## src/rtl/mux_n_pipe.sv

```systemverilog
// N-way registered multiplexer behind a two-entry skid buffer (valid/ready on both sides).
// Out-of-range selects yield a zero beat flagged by out_sel_err and are tallied in err_count.
module mux_n_pipe #(
  parameter int WIDTH = 32,
  parameter int N     = 3,
  parameter int SELW  = $clog2(N),
  parameter int CNTW  = 8
) (
  input  logic              clk,
  input  logic              rst_n,
  input  logic [N*WIDTH-1:0] d,
  input  logic [SELW-1:0]   sel,
  input  logic              in_valid,
  output logic              in_ready,
  output logic [WIDTH-1:0]  out_data,
  output logic              out_sel_err,
  output logic              out_valid,
  input  logic              out_ready,
  input  logic              err_clr,
  output logic [CNTW-1:0]   err_count
);

  typedef enum logic [1:0] {EMPTY, ONE, TWO} state_t;

  state_t           state_reg, state_next;
  logic             in_ready_reg;
  logic [WIDTH-1:0] main_data_reg, skid_data_reg;
  logic             main_err_reg, skid_err_reg;
  logic [CNTW-1:0]  err_count_reg, err_count_next;

  logic [WIDTH-1:0] d_arr [N];
  logic [WIDTH-1:0] beat_data;
  logic             beat_err;
  logic             accept, consume;
  logic             load_main, load_skid, main_from_skid;

  generate
    for (genvar gi = 0; gi < N; gi++) begin : g_unpack
      assign d_arr[gi] = d[gi*WIDTH +: WIDTH];
    end
  endgenerate

  // Any select value not matched below is out of range: zero data, error flag.
  always_comb begin
    beat_data = '0;
    beat_err  = 1'b1;
    for (int k = 0; k < N; k++) begin
      if (sel == SELW'(k)) begin
        beat_data = d_arr[k];
        beat_err  = 1'b0;
      end
    end
  end

  assign out_valid = (state_reg != EMPTY);
  assign in_ready  = in_ready_reg;
  assign accept    = in_valid && in_ready_reg;
  assign consume   = out_valid && out_ready;

  always_comb begin
    state_next     = state_reg;
    load_main      = 1'b0;
    load_skid      = 1'b0;
    main_from_skid = 1'b0;
    case (state_reg)
      EMPTY: begin
        if (accept) begin
          state_next = ONE;
          load_main  = 1'b1;
        end
      end
      ONE: begin
        if (accept && !consume) begin
          state_next = TWO;
          load_skid  = 1'b1;
        end else if (!accept && consume) begin
          state_next = EMPTY;
        end else if (accept && consume) begin
          load_main  = 1'b1;
        end
      end
      TWO: begin
        if (consume) begin
          state_next     = ONE;
          main_from_skid = 1'b1;
        end
      end
      default: state_next = EMPTY;
    endcase
  end

  always_ff @(posedge clk or negedge rst_n) begin
    if (!rst_n) begin
      state_reg    <= EMPTY;
      in_ready_reg <= 1'b0;
    end else begin
      state_reg    <= state_next;
      // Registered ready tracks the state we are about to enter.
      in_ready_reg <= (state_next != TWO);
    end
  end

  always_ff @(posedge clk or negedge rst_n) begin
    if (!rst_n) begin
      main_data_reg <= '0;
      main_err_reg  <= 1'b0;
      skid_data_reg <= '0;
      skid_err_reg  <= 1'b0;
    end else begin
      if (load_main) begin
        main_data_reg <= beat_data;
        main_err_reg  <= beat_err;
      end else if (main_from_skid) begin
        main_data_reg <= skid_data_reg;
        main_err_reg  <= skid_err_reg;
      end
      if (load_skid) begin
        skid_data_reg <= beat_data;
        skid_err_reg  <= beat_err;
      end
    end
  end

  // Clear takes effect first so a same-cycle counted beat lands on 1.
  always_comb begin
    err_count_next = err_clr ? '0 : err_count_reg;
    if (accept && beat_err && !(&err_count_next))
      err_count_next = err_count_next + 1'b1;
  end

  always_ff @(posedge clk or negedge rst_n) begin
    if (!rst_n) err_count_reg <= '0;
    else        err_count_reg <= err_count_next;
  end

  assign out_data    = main_data_reg;
  assign out_sel_err = main_err_reg;
  assign err_count   = err_count_reg;

endmodule

```

## config.mk

```make
export PLATFORM = sky130hd
export DESIGN_NAME = mux_n_pipe
export DESIGN_NICKNAME = d
export VERILOG_FILES = /design/src/rtl/mux_n_pipe.sv
export SDC_FILE = /design/constraint.sdc
export NUM_CORES = 1
export LEC_CHECK = 0
export CAP_MARGIN = 20
export CORE_ASPECT_RATIO = 0.5
export CORE_MARGIN = 2
export CORE_UTILIZATION = 45
export CTS_CLUSTER_DIAMETER = 40
export CTS_CLUSTER_SIZE = 14
export DETAILED_ROUTE_END_ITERATION = 16
export PLACE_DENSITY = 0.9
export SLEW_MARGIN = 20
export SYNTH_ARGS = -nofsm -noshare
export SYNTH_HDL_FRONTEND = slang
export SYNTH_SLANG_ARGS = --single-unit
```

## constraint.sdc

```tcl
create_clock -name clk -period 2.44 [get_ports clk]
set_input_delay 0.732 -clock clk [delete_from_list [all_inputs] [get_ports clk]]
set_output_delay 0.732 -clock clk [all_outputs]
set_load 0.01 [all_outputs]
```

==> flow_metrics.env, run 1 <==
export IMPL_max_freq_mhz=431.2
export IMPL_initial_utilization=0.4646
export IMPL_antennaDiodeCount=0
export IMPL_synth_area_um2=4060
export IMPL_synth_ff_latch_count=77
export IMPL_worst_setup_path_startpoint="state_reg[1]"
export IMPL_postSynthCellCount=431
export IMPL_die_x_um=138.3
export IMPL_fillers=624
export IMPL_firstDrtPassIters=5
export IMPL_cts_buffers_inserted=9
export IMPL_ys_types=35
export IMPL_comb_power_share=0.407
export IMPL_finalClockSkew_ns=0.006192
export IMPL_synth_largest_type_area_fraction=0.4746
export IMPL_critical_path_max_fanout=6
export IMPL_post_route_min_period_ns=2.319
export IMPL_stdcell_area_um2=6078
export IMPL_p_int_mw=3.885
export IMPL_post_drt_wl_per_cell_um=19.25
export IMPL_critPathMaxStageDelay_ns=0.48
export IMPL_cpLargestDelayFamily="buffers and inverters"
export IMPL_final_hold_violation_count=0
export IMPL_cts_tree="built"
export IMPL_slew_viol_final=0
export IMPL_detailedPlacementHpwl_um=9071
export IMPL_std_cell_rows=24
export IMPL_timing_rr_start="err_count[1]"
export IMPL_total_switching_power_mw=2.096
export IMPL_wl_um=13460
export IMPL_clock_latency_ns=0.35
export IMPL_p_seq_frac=0.370
export IMPL_postSynthAreaPerCell_um2=9.420
export IMPL_synth_edf_count=0
export IMPL_synth_nets=535
export IMPL_placed_cell_area_um2=5788
export IMPL_wire_length_of_the_first_global_routing_pass_um=21430
export IMPL_route_antenna_remaining_nets=0
export IMPL_global_route_overflow_total=0
export IMPL_synth_area_leader_cell="sky130_fd_sc_hd__dfrtp_1"
export IMPL_period_utilization_post_route=0.9506
export IMPL_place_port_buffers=145
export IMPL_count_of_buffer_and_inverter_cells_on_the_critical_path=1
export IMPL_postCtsHoldBufs=0
export IMPL_cap_viol_max_count=0
export IMPL_post_cts_resized_instances=0
export IMPL_seq_area_frac_synth=0.4746
export IMPL_final_nets=682
export IMPL_crit_slowest_cell="sky130_fd_sc_hd__clkdlybuf4s50_1"
export IMPL_max_slew_worst_pin_slew_ns=0.5288
export IMPL_netSwitchingFraction=0.3504
export IMPL_timing_setup_critical_path_class="flip-flop to output pin"
export IMPL_htree_num_levels=3
export IMPL_timing_final_setup_violations=0
export IMPL_total_power_mw=5.981
export IMPL_clockPowerShare=0.223
export IMPL_io_pin_count=146
export IMPL_postSynth_asyncResetShare=1.000
export IMPL_ys_warnings_count=0
export IMPL_ys_top_cells_by_area="sky130_fd_sc_hd__dfrtp_1 47%, sky130_fd_sc_hd__a21oi_1 8.1%, sky130_fd_sc_hd__mux2i_1 8.1%"
export IMPL_grt_setup_unrepaired="false"
export IMPL_coreArea_um2=8738
export IMPL_synth_common_cells="77 x sky130_fd_sc_hd__dfrtp_1, 71 x sky130_fd_sc_hd__nor2_1, 66 x sky130_fd_sc_hd__a21oi_1"
export IMPL_critical_path_cell_chain="or2_2 -> clkdlybuf4s50_1"
export IMPL_ir_worst_vdd_uv=565.1
export IMPL_layout_drive_gt1_share=0.09450
export IMPL_drcViolationCount=0
export IMPL_die_height_um=71.17
export IMPL_yosysMostFrequentCell="sky130_fd_sc_hd__dfrtp_1"
export IMPL_grt_met3_usage=0.06364
export IMPL_hold_path_class="primary input to asynchronous set/reset pin"
export IMPL_top_usage_layer="met2"
export IMPL_critical_path_arrival_ns=1.59
export IMPL_flow_area_growth_from_synthesis_pct=49.71
export IMPL_sink_count=77
export IMPL_synth_flop_cell="sky130_fd_sc_hd__dfrtp_1"
export IMPL_cts_reportedPaths_clkPinSlew_ns=0.06
export IMPL_largest_net_degree_at_the_start_of_global_routing=51
export IMPL_via_count=4133
export IMPL_run_status="finished, final reports clean"
export IMPL_floorplan_die_area_um2=9844
export IMPL_clock_buffer_depth=2
export IMPL_viasPerCell=5.913
export IMPL_cts_root_buf="sky130_fd_sc_hd__clkbuf_16"
export IMPL_power_density_nw_per_um2=983.9
export IMPL_required_ns=1.71
export IMPL_endpoint_kind="output pin"
export IMPL_first_global_vias=4274
export IMPL_startpoint_type="flip-flop"
export IMPL_replace_congestion=0.8166
export IMPL_post_place_cells=684
export IMPL_antenna_found_initial=0
export IMPL_drt_iter0_markers=331
export IMPL_instances_no_fill=699
export IMPL_post_cts_setup_buffers=0
export IMPL_use_met1=0.3215
export IMPL_use_met2=0.4862
export IMPL_maxSlewHeadroom=0.6475
export IMPL_power_leakage_nw=2.449
export IMPL_grtUsageTotal=0.2748
## cell type report
class                      count  area, um2  area share
multi-input combinational    315       1982      0.3261
sequential                    77       1927      0.3170
timing repair buffer         172       1722      0.2832
clock buffer                   9      225.2     0.03705
tap                          117      146.4     0.02408
clock inverter                 6      65.06     0.01070
inverter                       3      11.26    0.001853
## worst register-to-register path, cell delays in order, from the launching register on
cell	delay, ns
sky130_fd_sc_hd__dfrtp_1	0.38
sky130_fd_sc_hd__nor2b_1	0.21
sky130_fd_sc_hd__ha_1	0.20
sky130_fd_sc_hd__nand3_1	0.12
sky130_fd_sc_hd__buf_4	0.15
sky130_fd_sc_hd__or4_1	0.49
sky130_fd_sc_hd__mux2i_1	0.14
## path summary, 6_finish.rpt
check | depth (start not counted) | to | slack [ns]
setup reg to reg | 6 | err_count[6] | 0.63
setup / recovery | 2 | out_valid | 0.12
min in group clk | 1 | out_data[26] | 0.49
hold reg to reg | 1 | out_data[26] | 0.49
hold / removal | 1 | skid_data_reg[25] | 0.36
max in group asynchronous | 2 | out_data[9] | 1.51
## through the flow
| step | utilization | hold WS (ns) | worst slack [ns] | setup TNS (ns) |
|---|---|---|---|---|
| finish | 0.6956 | 0.3574 | 0.1206 | 0 |
| global route | 0.6956 | 0.3927 | 0.01648 | 0 |
| CTS | 0.6956 | 0.3799 | 0.1209 | 0 |
| detailed placement | 0.6624 | 0.4729 | -0.2178 | -0.8223 |
| global placement | 0.6624 | 0.4717 | -0.1275 | -0.2835 |
| floorplan | - | 0.4364 | 0.04560 | 0 |
## cell families (layout without fill, tap and decap cells)
group | after synthesis | in the layout | synth area share
buffers and inverters | 39 | 190 | 0.04191
XOR/XNOR | 4 | 4 | 0.008628
multiplexers | 34 | 34 | 0.08505
AO/OA/AOI/OAI | 171 | 171 | 0.2660
flip-flops | 77 | 77 | 0.4746
adder cells (fa/ha/maj) | 1 | 1 | 0.003081
AND/OR/NAND/NOR | 105 | 105 | 0.1208
## metal layers
metal / vias to the layer above / routed length (um) / part of all wire
met3: 50 / 782 / 0.058
met4: 0 / 511 / 0.038
met2: 183 / 6865 / 0.51
li1: 1878 / - / -
met5: - / 0 / 0
met1: 2022 / 5299 / 0.39
## power groups by stage
stage	Sequential (mW)	Combinational (mW)	Clock, mW
floorplan	2.25	1.06	0
global placement	2.16	2.30	0
detailed placement	2.20	2.40	0
CTS	2.20	2.43	1.34
global route	2.26	2.62	1.40
finish	2.21	2.43	1.33
## layout by cell type (no fill, tap or decap), drive strengths merged, types with 2 or more instances in the layout
cell | netlist | final
nand2b | 8 | 8
xnor2 | 4 | 4
a21oi | 66 | 66
clkinvlp | 0 | 4
a211oi | 32 | 32
a31oi | 2 | 2
dfrtp | 77 | 77
mux2i | 33 | 33
clkdlybuf4s50 | 0 | 143
o2bb2ai | 32 | 32
nand3 | 4 | 4
o21ai | 34 | 34
clkbuf | 14 | 9
nand2 | 5 | 5
nand3b | 3 | 3
inv | 3 | 3
nor2b | 5 | 5
nor2 | 73 | 73
buf | 22 | 29
nor3 | 2 | 2
Note: power is estimated with default switching activity, not from simulation.
==> inputs of run 2 (changes only) <==
PLACE_DENSITY = 0.8   (was 0.9)
==> flow_metrics.env, run 2 (same netlist as run 1, synthesis figures left out) <==
export IMPL_period_utilization_post_route=0.9405
export IMPL_cts_reportedPaths_clkPinSlew_ns=0.07
export IMPL_timing_final_setup_violations=0
export IMPL_commonest_cells_after_routing_fill_and_taps_aside="143 x sky130_fd_sc_hd__clkdlybuf4s50_1, 77 x sky130_fd_sc_hd__dfrtp_1, 70 x sky130_fd_sc_hd__nor2_1, 66 x sky130_fd_sc_hd__a21oi_1, 33 x sky130_fd_sc_hd__mux2i_1"
export IMPL_drcViolationCount=0
export IMPL_p_int_mw=4.191
export IMPL_antenna_found_initial=0
export IMPL_endpoint_kind="output pin"
export IMPL_global_route_overflow_total=0
export IMPL_detailedPlacementHpwl_um=7894
export IMPL_layout_setup_ws_ns=0.1451
export IMPL_post_drt_wl_per_cell_um=17.07
export IMPL_max_slew_worst_pin_slew_ns=0.3206
export IMPL_replace_congestion=0.8185
export IMPL_clock_buffer_depth=2
export IMPL_grtUsageTotal=0.2507
export IMPL_final_nets=676
export IMPL_ff2ff_setup_slack_ns=0.61
export IMPL_post_cts_resized_instances=0
export IMPL_hold_path_class="primary input to asynchronous set/reset pin"
export IMPL_htree_num_levels=3
export IMPL_std_cell_rows=24
export IMPL_viasPerCell=5.582
export IMPL_initial_utilization=0.4646
export IMPL_instances_no_fill=694
export IMPL_via_count=3874
export IMPL_route_antenna_remaining_nets=0
export IMPL_timing_rr_start="err_count[1]"
export IMPL_place_port_buffers=145
export IMPL_comb_power_share=0.379
export IMPL_clock_latency_ns=0.34
export IMPL_total_power_mw=6.177
export IMPL_postCtsHoldBufs=0
export IMPL_run_status="finished, final reports clean"
export IMPL_max_freq_mhz=435.8
export IMPL_layout_drive_gt1_share=0.08666
export IMPL_timing_setup_critical_path_class="flip-flop to output pin"
export IMPL_flow_area_growth_from_synthesis_pct=51.19
export IMPL_timing_reg2reg_worst_path_depth=6
export IMPL_antennaDiodeCount=0
export IMPL_required_ns=1.71
export IMPL_power_density_nw_per_um2=1006
export IMPL_post_route_min_period_ns=2.295
export IMPL_slew_viol_final=0
export IMPL_io_pin_count=146
export IMPL_final_common_cell="sky130_fd_sc_hd__clkdlybuf4s50_1"
export IMPL_p_seq_frac=0.352
export IMPL_coreArea_um2=8738
export IMPL_netSwitchingFraction=0.3215
export IMPL_layout_core_utilization=0.7025
export IMPL_ir_worst_vdd_uv=664.5
export IMPL_post_place_cells=678
export IMPL_floorplan_die_area_um2=9844
export IMPL_cts_tree="built"
export IMPL_cts_root_buf="sky130_fd_sc_hd__clkbuf_16"
export IMPL_total_switching_power_mw=1.986
export IMPL_die_x_um=138.3
export IMPL_critical_path_max_fanout=6
export IMPL_finalClockSkew_ns=0.005479
export IMPL_sink_count=77
export IMPL_wl_um=11850
export IMPL_maxSlewHeadroom=0.7863
export IMPL_dp_worst_setup_slack_ns=-0.1254
export IMPL_cap_viol_max_count=0
export IMPL_cts_buffers_inserted=9
export IMPL_rr_endpoint="err_count[6]"
export IMPL_critical_path_arrival_ns=1.56
export IMPL_fillers=643
export IMPL_final_hold_violation_count=0
export IMPL_largest_net_degree_at_the_start_of_global_routing=58
export IMPL_startpoint_type="flip-flop"
export IMPL_post_cts_setup_buffers=0
export IMPL_wire_length_of_the_first_global_routing_pass_um=19690
export IMPL_firstDrtPassIters=4
export IMPL_power_leakage_nw=2.478
export IMPL_first_global_vias=3910
export IMPL_grt_setup_unrepaired="false"
export IMPL_drt_iter0_markers=298
export IMPL_die_height_um=71.17
export IMPL_clockPowerShare=0.270
run 2: changes by cell type in the layout (fill, tap and decap cells not counted), sizes merged:
| cell | previous run | this run |
|---|---|---|
| clkinvlp | 4 | 1 |
| inv | 3 | 4 |
| buf | 29 | 23 |
| bufinv | 1 | 4 |
run 2: area by class of cell:
cell class                 instances  area (um2)  share of cell area
clock buffer                       9       225.2             0.03669
clock inverter                     7       145.1             0.02364
inverter                           3       11.26            0.001834
multi-input combinational        315        1982              0.3229
sequential                        77        1927              0.3139
tap                              117       146.4             0.02385
timing repair buffer             166        1702              0.2772
run 2: how the worst max path moves through the flow:
stage / startpoint / endpoint / slack [ns] / cells after the start
4_1_cts: state_reg[1] / out_valid / 0.14 / 2
2_1_floorplan: err_clr / err_count[1] / 0.05 / 6
6_report: state_reg[1] / out_valid / 0.15 / 2
3_5_place_dp: err_clr / err_count[6] / -0.13 / 7
3_3_place_gp: err_clr / err_count[6] / -0.08 / 7
5_1_grt: state_reg[1] / out_valid / 0.12 / 2
run 2: worst max-delay path: stages (launching register included):
cell and delay [ns]:
sky130_fd_sc_hd__dfrtp_1 0.43, sky130_fd_sc_hd__or2_2 0.31, sky130_fd_sc_hd__clkdlybuf4s50_1 0.48
run 2: power groups by stage:
stage | clock network [mW] | logic, mW | registers [mW]
after floorplan | 0 | 1.06 | 2.25
after global placement | 0 | 2.28 | 2.16
after detailed placement | 0 | 2.34 | 2.18
after CTS | 1.68 | 2.36 | 2.17
after global routing | 1.73 | 2.56 | 2.24
final | 1.67 | 2.34 | 2.17
run 2: through the flow:
step	TNS (ns)	hold slack, ns	area (um2)
final	0	0.2702	6138
after global routing	0	0.2839	6138
after CTS	0	0.2705	6138
after detailed placement	-0.2860	0.4759	5768
after global placement	-0.1587	0.4720	5768
after floorplan	0	0.4364	4060
run 2: metal layers:
layer	part of all wire	up-vias	GRT usage
met3	0.050	19	0.04942
li1	-	1871	-
met5	0	-	0
met2	0.49	128	0.4241
met1	0.44	1856	0.3298
met4	0.018	0	0.08503
